[src/rtl/sync_trig_pulse_array.sv]
// N-channel trigger pulse generator: delayed, width-programmable pulses per channel,
// with optional feedback timeout check and stretched status LEDs (SYNCTRIG_FB_CHECK_EN).
module sync_trig_pulse_array #(
    parameter int unsigned CH_NUM   = 8,
    parameter int unsigned DLY_W    = 32,
    parameter int unsigned PW_W     = 24,
    parameter int unsigned FBTO_W   = 16,
    parameter int unsigned LED_HOLD = 1000000
) (
    input  logic                     io_clk,
    input  logic                     io_rst,
    input  logic                     io_trig,
    input  logic [CH_NUM-1:0]        io_ch_en,
    input  logic [CH_NUM*DLY_W-1:0]  io_dly,
    input  logic [CH_NUM*PW_W-1:0]   io_pw,
    input  logic [FBTO_W-1:0]        io_fb_to,
    input  logic [CH_NUM-1:0]        io_fb,
    input  logic                     io_clr,
    output logic [CH_NUM-1:0]        io_pulse,
    output logic [CH_NUM-1:0]        io_led,
    output logic [CH_NUM-1:0]        io_busy,
    output logic [CH_NUM-1:0]        io_fb_err,
    output logic [CH_NUM-1:0]        io_ovr,
    output logic                     io_any_err
);

    localparam int unsigned LED_W = $clog2(LED_HOLD + 1);

    typedef enum logic [1:0] {
        ST_IDLE,
        ST_DELAY,
        ST_PULSE,
        ST_WAIT_FB
    } state_t;

    logic              trig_d;
    logic              start;
    logic [CH_NUM-1:0] fb_err_nxt;
    logic [CH_NUM-1:0] ovr_nxt;
    logic              any_err_q;

    // Rising-edge detect on the already-synchronous trigger level.
    always_ff @(posedge io_clk) begin
        if (io_rst) begin
            trig_d <= 1'b0;
        end else begin
            trig_d <= io_trig;
        end
    end

    assign start = io_trig & ~trig_d;

`ifndef SYNCTRIG_FB_CHECK_EN
    logic unused_fb;
    assign unused_fb = ^{io_fb, io_fb_to};
`endif

    for (genvar gi = 0; gi < CH_NUM; gi++) begin : g_ch
        state_t             state_q, state_nxt;
        logic [DLY_W-1:0]   dly_q, dly_nxt;
        logic [PW_W-1:0]    pw_q, pw_nxt;
        logic [LED_W-1:0]   led_cnt_q, led_cnt_nxt;
        logic               pulse_q, busy_q, led_q, fb_err_q, ovr_q;
        logic               ok, tmo, led_load, ovr_set;
`ifdef SYNCTRIG_FB_CHECK_EN
        logic [FBTO_W-1:0]  to_q, to_nxt;
        logic               fb_seen_q, fb_seen_nxt;
`endif

        // Channel sequencer: D and P are latched at launch so later config writes are ignored.
        always_comb begin
            state_nxt   = state_q;
            dly_nxt     = dly_q;
            pw_nxt      = pw_q;
`ifdef SYNCTRIG_FB_CHECK_EN
            to_nxt      = to_q;
            fb_seen_nxt = fb_seen_q;
`endif
            ok          = 1'b0;
            tmo         = 1'b0;
            led_load    = 1'b0;
            ovr_set     = start & io_ch_en[gi] & (state_q != ST_IDLE);

            case (state_q)
                ST_IDLE: begin
                    if (start && io_ch_en[gi]) begin
                        dly_nxt     = io_dly[gi*DLY_W +: DLY_W];
                        pw_nxt      = io_pw[gi*PW_W +: PW_W];
`ifdef SYNCTRIG_FB_CHECK_EN
                        to_nxt      = '0;
                        fb_seen_nxt = 1'b0;
`endif
                        state_nxt   = ST_DELAY;
                    end
                end
                ST_DELAY: begin
                    if (dly_q == '0) begin
                        state_nxt = (pw_q == '0) ? ST_IDLE : ST_PULSE;
                    end else begin
                        dly_nxt = dly_q - DLY_W'(1);
                    end
                end
                ST_PULSE: begin
`ifdef SYNCTRIG_FB_CHECK_EN
                    fb_seen_nxt = fb_seen_q | io_fb[gi];
`endif
                    if (pw_q == PW_W'(1)) begin
`ifdef SYNCTRIG_FB_CHECK_EN
                        state_nxt = ST_WAIT_FB;
`else
                        state_nxt = ST_IDLE;
                        led_load  = 1'b1;
`endif
                    end else begin
                        pw_nxt = pw_q - PW_W'(1);
                    end
                end
                ST_WAIT_FB: begin
`ifdef SYNCTRIG_FB_CHECK_EN
                    // Window of T+1 decisions; feedback on the last one still counts.
                    if (io_fb[gi] || fb_seen_q) begin
                        ok        = 1'b1;
                        led_load  = 1'b1;
                        state_nxt = ST_IDLE;
                    end else if (to_q == io_fb_to) begin
                        tmo       = 1'b1;
                        state_nxt = ST_IDLE;
                    end else begin
                        to_nxt = to_q + FBTO_W'(1);
                    end
`else
                    state_nxt = ST_IDLE;
`endif
                end
                default: begin
                    state_nxt = ST_IDLE;
                end
            endcase

            if (led_load) begin
                led_cnt_nxt = LED_W'(LED_HOLD);
            end else if (led_cnt_q != '0) begin
                led_cnt_nxt = led_cnt_q - LED_W'(1);
            end else begin
                led_cnt_nxt = '0;
            end
        end

        // Sticky flags: a set in the same cycle as a clear wins.
        assign fb_err_nxt[gi] = tmo | (fb_err_q & ~io_clr);
        assign ovr_nxt[gi]    = ovr_set | (ovr_q & ~io_clr);

        always_ff @(posedge io_clk) begin
            if (io_rst) begin
                state_q   <= ST_IDLE;
                dly_q     <= '0;
                pw_q      <= '0;
                led_cnt_q <= '0;
                pulse_q   <= 1'b0;
                busy_q    <= 1'b0;
                led_q     <= 1'b0;
                fb_err_q  <= 1'b0;
                ovr_q     <= 1'b0;
`ifdef SYNCTRIG_FB_CHECK_EN
                to_q      <= '0;
                fb_seen_q <= 1'b0;
`endif
            end else begin
                state_q   <= state_nxt;
                dly_q     <= dly_nxt;
                pw_q      <= pw_nxt;
                led_cnt_q <= led_cnt_nxt;
                pulse_q   <= (state_nxt == ST_PULSE);
                // Busy lags the state by one cycle, except it drops together with the verdict flag.
                busy_q    <= (state_q != ST_IDLE) & ~ok & ~tmo;
                led_q     <= (led_cnt_nxt != '0);
                fb_err_q  <= fb_err_nxt[gi];
                ovr_q     <= ovr_nxt[gi];
`ifdef SYNCTRIG_FB_CHECK_EN
                to_q      <= to_nxt;
                fb_seen_q <= fb_seen_nxt;
`endif
            end
        end

        assign io_pulse[gi]  = pulse_q;
        assign io_busy[gi]   = busy_q;
        assign io_led[gi]    = led_q;
        assign io_fb_err[gi] = fb_err_q;
        assign io_ovr[gi]    = ovr_q;
    end

    always_ff @(posedge io_clk) begin
        if (io_rst) begin
            any_err_q <= 1'b0;
        end else begin
            any_err_q <= |(fb_err_nxt | ovr_nxt);
        end
    end

    assign io_any_err = any_err_q;

endmodule

[config.mk]
export PLATFORM = sky130hd
export DESIGN_NAME = sync_trig_pulse_array
export DESIGN_NICKNAME = d
export VERILOG_FILES = /design/src/rtl/sync_trig_pulse_array.sv
export SDC_FILE = /design/constraint.sdc
export NUM_CORES = 2
export LEC_CHECK = 0
export CAP_MARGIN = 20
export CORE_MARGIN = 10
export CORE_UTILIZATION = 50
export DETAILED_ROUTE_END_ITERATION = 8
export DONT_BUFFER_PORTS = 1
export HOLD_SLACK_MARGIN = 0.12
export PLACE_DENSITY = 0.7
export SETUP_SLACK_MARGIN = 0.5
export SLEW_MARGIN = 20
export SYNTH_ARGS = -nofsm -noshare
export SYNTH_HDL_FRONTEND = slang
export SYNTH_SLANG_ARGS = --single-unit
export TNS_END_PERCENT = 50
[constraint.sdc]
create_clock -name io_clk -period 4.1 [get_ports io_clk]
set_input_delay 1.025 -clock io_clk [delete_from_list [all_inputs] [get_ports io_clk]]
set_output_delay 1.025 -clock io_clk [all_outputs]
set_load 0.1 [all_outputs]
==> out/results.ini <==
[yosys]
synth_edf_count=0
synth_most_common_cell=dfxtp_1
synth_area_leaders=dfxtp_1 (34%), a21oi_1 (7.1%), nand2_1 (6.0%), nor2_1 (5.6%), o21ai_0 (5.4%)
ys.warnings.count=0
synthTopCellsByCount=dfxtp_1 (666), nand2_1 (616), nor2_1 (577), a21oi_1 (553), o21ai_0 (418)
yosys.area_share.simple_pct=27.5
synth_mux_area_share_pct=0.301
syn-num-nets=5780
synth_top_family_by_area=compound AO/OA/AOI/OAI gates
synthFlopType=dfxtp_1
yosysSeqAreaShare_pct=34.4
syn_inst=5256
synthArstFlopShare_pct=0
yosys.area.top_type=dfxtp_1
synth_cell_types=87
avgSynthCellArea_sq_um=7.37
synth-xor-area-share_pct=2.49
synth.cell_area_sq_um=38700
yosysTopAreaCellShare_pct=34.4
synthAdderAreaFrac_pct=1.29
synth_compound_area_share_pct=28.4
ys_seq_elements=666

[power_and_ir_drop]
pwr-share-clk_pct=30.3
intPower_mw=15.1
pwr-share-comb_pct=33.4
power_density_nw_per_um2=576
ir_worst_vdd_uv=418
switching_share_pct=37.3
leakagePower_nw=15.1
netSwitchingPower_mw=9.01
seq_power_share_pct=36.4

[global_route]
grt_overflow=0
grt_usage_pct=25.5
grt_max_degree=478
grt_pass1_wl_mm=192
grt_antenna_before_repair=12
first_global_vias=35100

[drt]
first_iter_violations=3441
wire_per_inst_microns=19.8
post-route-drc-count=0
wl_met2_mm=55.0
via_per_inst=6.32
routed_wl_mm=121
wl_met3_mm=10.1
vias=38700
m1WireLength_mm=52.7
ant_nets=0
drtPass1Iterations=6
dr.max_layer_used=met5

[floorplanning]
std_cell_rows=101
initial_core_util_pct=50.7
dieArea_sq_um=89000
die_w_microns=298
io_pins=525
fp.coreArea_sq_um=76300
fp.dieH_microns=298

[clocking]
ctsResizeCount=0
hold_buffers=0
cts-buffers-inserted=79
clk_path_buf_depth=3
cts_root_buf=clkbuf_16
htree_levels=3
post_cts_buffers=0
clk_latency_ps=610
path_clk_slew_ps=60
cts_tree=yes
cts.sinks=666

[run_status]
violations=slew limit
outcome=finished, violations left

[critical_path]
crit_slowest_cell=o211ai_1
crit_required_ps=4550
cp.arrival_ps=3790
r2r_start=g_ch[4].pw_q[16]$_SDFFE_PP0P_
r2r.worst_path.cells=5
rrSetupSlack_ps=760
path_class=reg -> reg
worstPathMaxFanout=13
cp_cell_sequence=or4_1 > nor4_1 > nand4_1 > o211ai_1 > nor2_1
critPathLaunchType=flop
reg2reg_to=g_ch[4].led_cnt_q[2]$_SDFF_PP0_
endpoint_kind=flop
max_stage_delay_ps=920

[placed_design]
dp_hpwl_mm=85.0
post-place-ws_ps=726
gp_congestion=0.898
port_buffers=0

[final_layout]
fin_util_pct=54.9
area_growth_pct=8.30
num-nets-final=5555
layout-drive-gt1-share_pct=6.67

[timing]
fin_tns_setup_ps=0
rsz0062_at_grt=false
finClkSkew_ps=17.5
max_slew_margin_pct=-3.54
tightest_slew_ps=1550
slew_viol_final=81
min_period_over_period_pct=81.4
whs_ps=460
min_period_ps=3340
setup_viol=0
fin_ws_ps=761
hold_violations=0
fmax_ghz=0.299

[hold_path]
hold_start=g_ch[7].led_cnt_q[0]$_SDFF_PP0_
min_to=g_ch[7].led_cnt_q[0]$_SDFF_PP0_
holdCritPathClass=reg -> reg
holdPathStages=1

[flow_run]
drv_cap=0

[critical path, delay by kind of cell, from the launching register on]
| kind | cells | cell delay [ps] |
|---|---|---|
| DFF | 1 | 360 |
| and+or+nand+nor | 4 | 1900 |
| AOI/OAI and AO/OA | 1 | 920 |
[registers in the layout (all words and copies together), names as in the netlist]
name / flops
g_ch.fb_err_q: 8
g_ch.pw_q: 192
g_ch.state_q: 16
g_ch.ovr_q: 8
g_ch.dly_q: 256
g_ch.pulse_q: 8
g_ch.led_cnt_q: 160
g_ch.led_q: 8
trig_d: 1
g_ch.busy_q: 8
io_any_err: 1
[power by group through the flow]
stage | Clock [mW] | Combinational, mW | Sequential, mW
6_report | 7.30 | 8.05 | 8.78
5_1_grt | 7.74 | 9.06 | 8.94
4_1_cts | 7.46 | 7.98 | 8.76
3_5_place_dp | 0 | 7.93 | 8.88
3_3_place_gp | 0 | 7.82 | 8.86
2_1_floorplan | 0 | 6.92 | 8.29
[logic make-up after synthesis]
group           after synthesis
flops                       666
mux                          11
compound gates             1716
xor+xnor                    110
simple gates               2186
buf+inv                     527
fa+ha+maj                    40
[how the worst max path moves through the flow]
stage | startpoint | end | slack [ps] | cells after the start
after global placement | io_trig | g_ch[6].dly_q[0]$_SDFFE_PP0P_ | 750 | 7
after CTS | g_ch[5].pw_q[16]$_SDFFE_PP0P_ | g_ch[5].led_cnt_q[4]$_SDFF_PP0_ | 730 | 6
final | g_ch[4].pw_q[16]$_SDFFE_PP0P_ | g_ch[4].led_cnt_q[2]$_SDFF_PP0_ | 760 | 5
after global routing | g_ch[4].pw_q[16]$_SDFFE_PP0P_ | g_ch[4].led_cnt_q[2]$_SDFF_PP0_ | 580 | 5
after detailed placement | io_trig | g_ch[6].dly_q[0]$_SDFFE_PP0P_ | 730 | 7
after floorplan | io_trig | g_ch[4].dly_q[18]$_SDFFE_PP0P_ | 1070 | 8
[layout make-up]
cell class	instances	area, sq um
antenna	7	17.5
tap	1030	1290
sequential	666	13300
fill	7326	34400
clock inverter	23	241
clock buffer	122	2480
multi-input combinational	4063	23400
inverter	131	497
timing repair buffer	90	696
[layout by cell type, fill, tap and decap left out, drive strengths merged, types with 44 or more instances in the layout]
cell,count
nand4,63
nor2,577
buf,90
nor3,255
dfxtp,666
o41ai,49
o32ai,91
a31oi,51
xnor2,62
clkbuf,122
a211oi,94
nand2,617
or4,82
a32o,44
nor4,136
nand3,113
xor2,48
a21oi,553
o21ai,422
inv,130
o31ai,65
or3,96
[per-layer routing]
layer  vias up  track usage, %
li1      19000               -
met1     18300            33.3
met2      1245            41.0
met3       221            6.73
met4        16            7.31
met5         -               0
[through the flow]
step,area [sq um],power [mW],cells
4_1_cts,41900,24.2,6123
5_1_grt,41900,25.7,6127
2_1_floorplan,38700,15.2,5256
6_report,41900,24.1,6132
3_5_place_dp,39100,16.8,5978
3_3_place_gp,39100,16.7,5978
No activity file was read; power rests on OpenSTA's default activity.
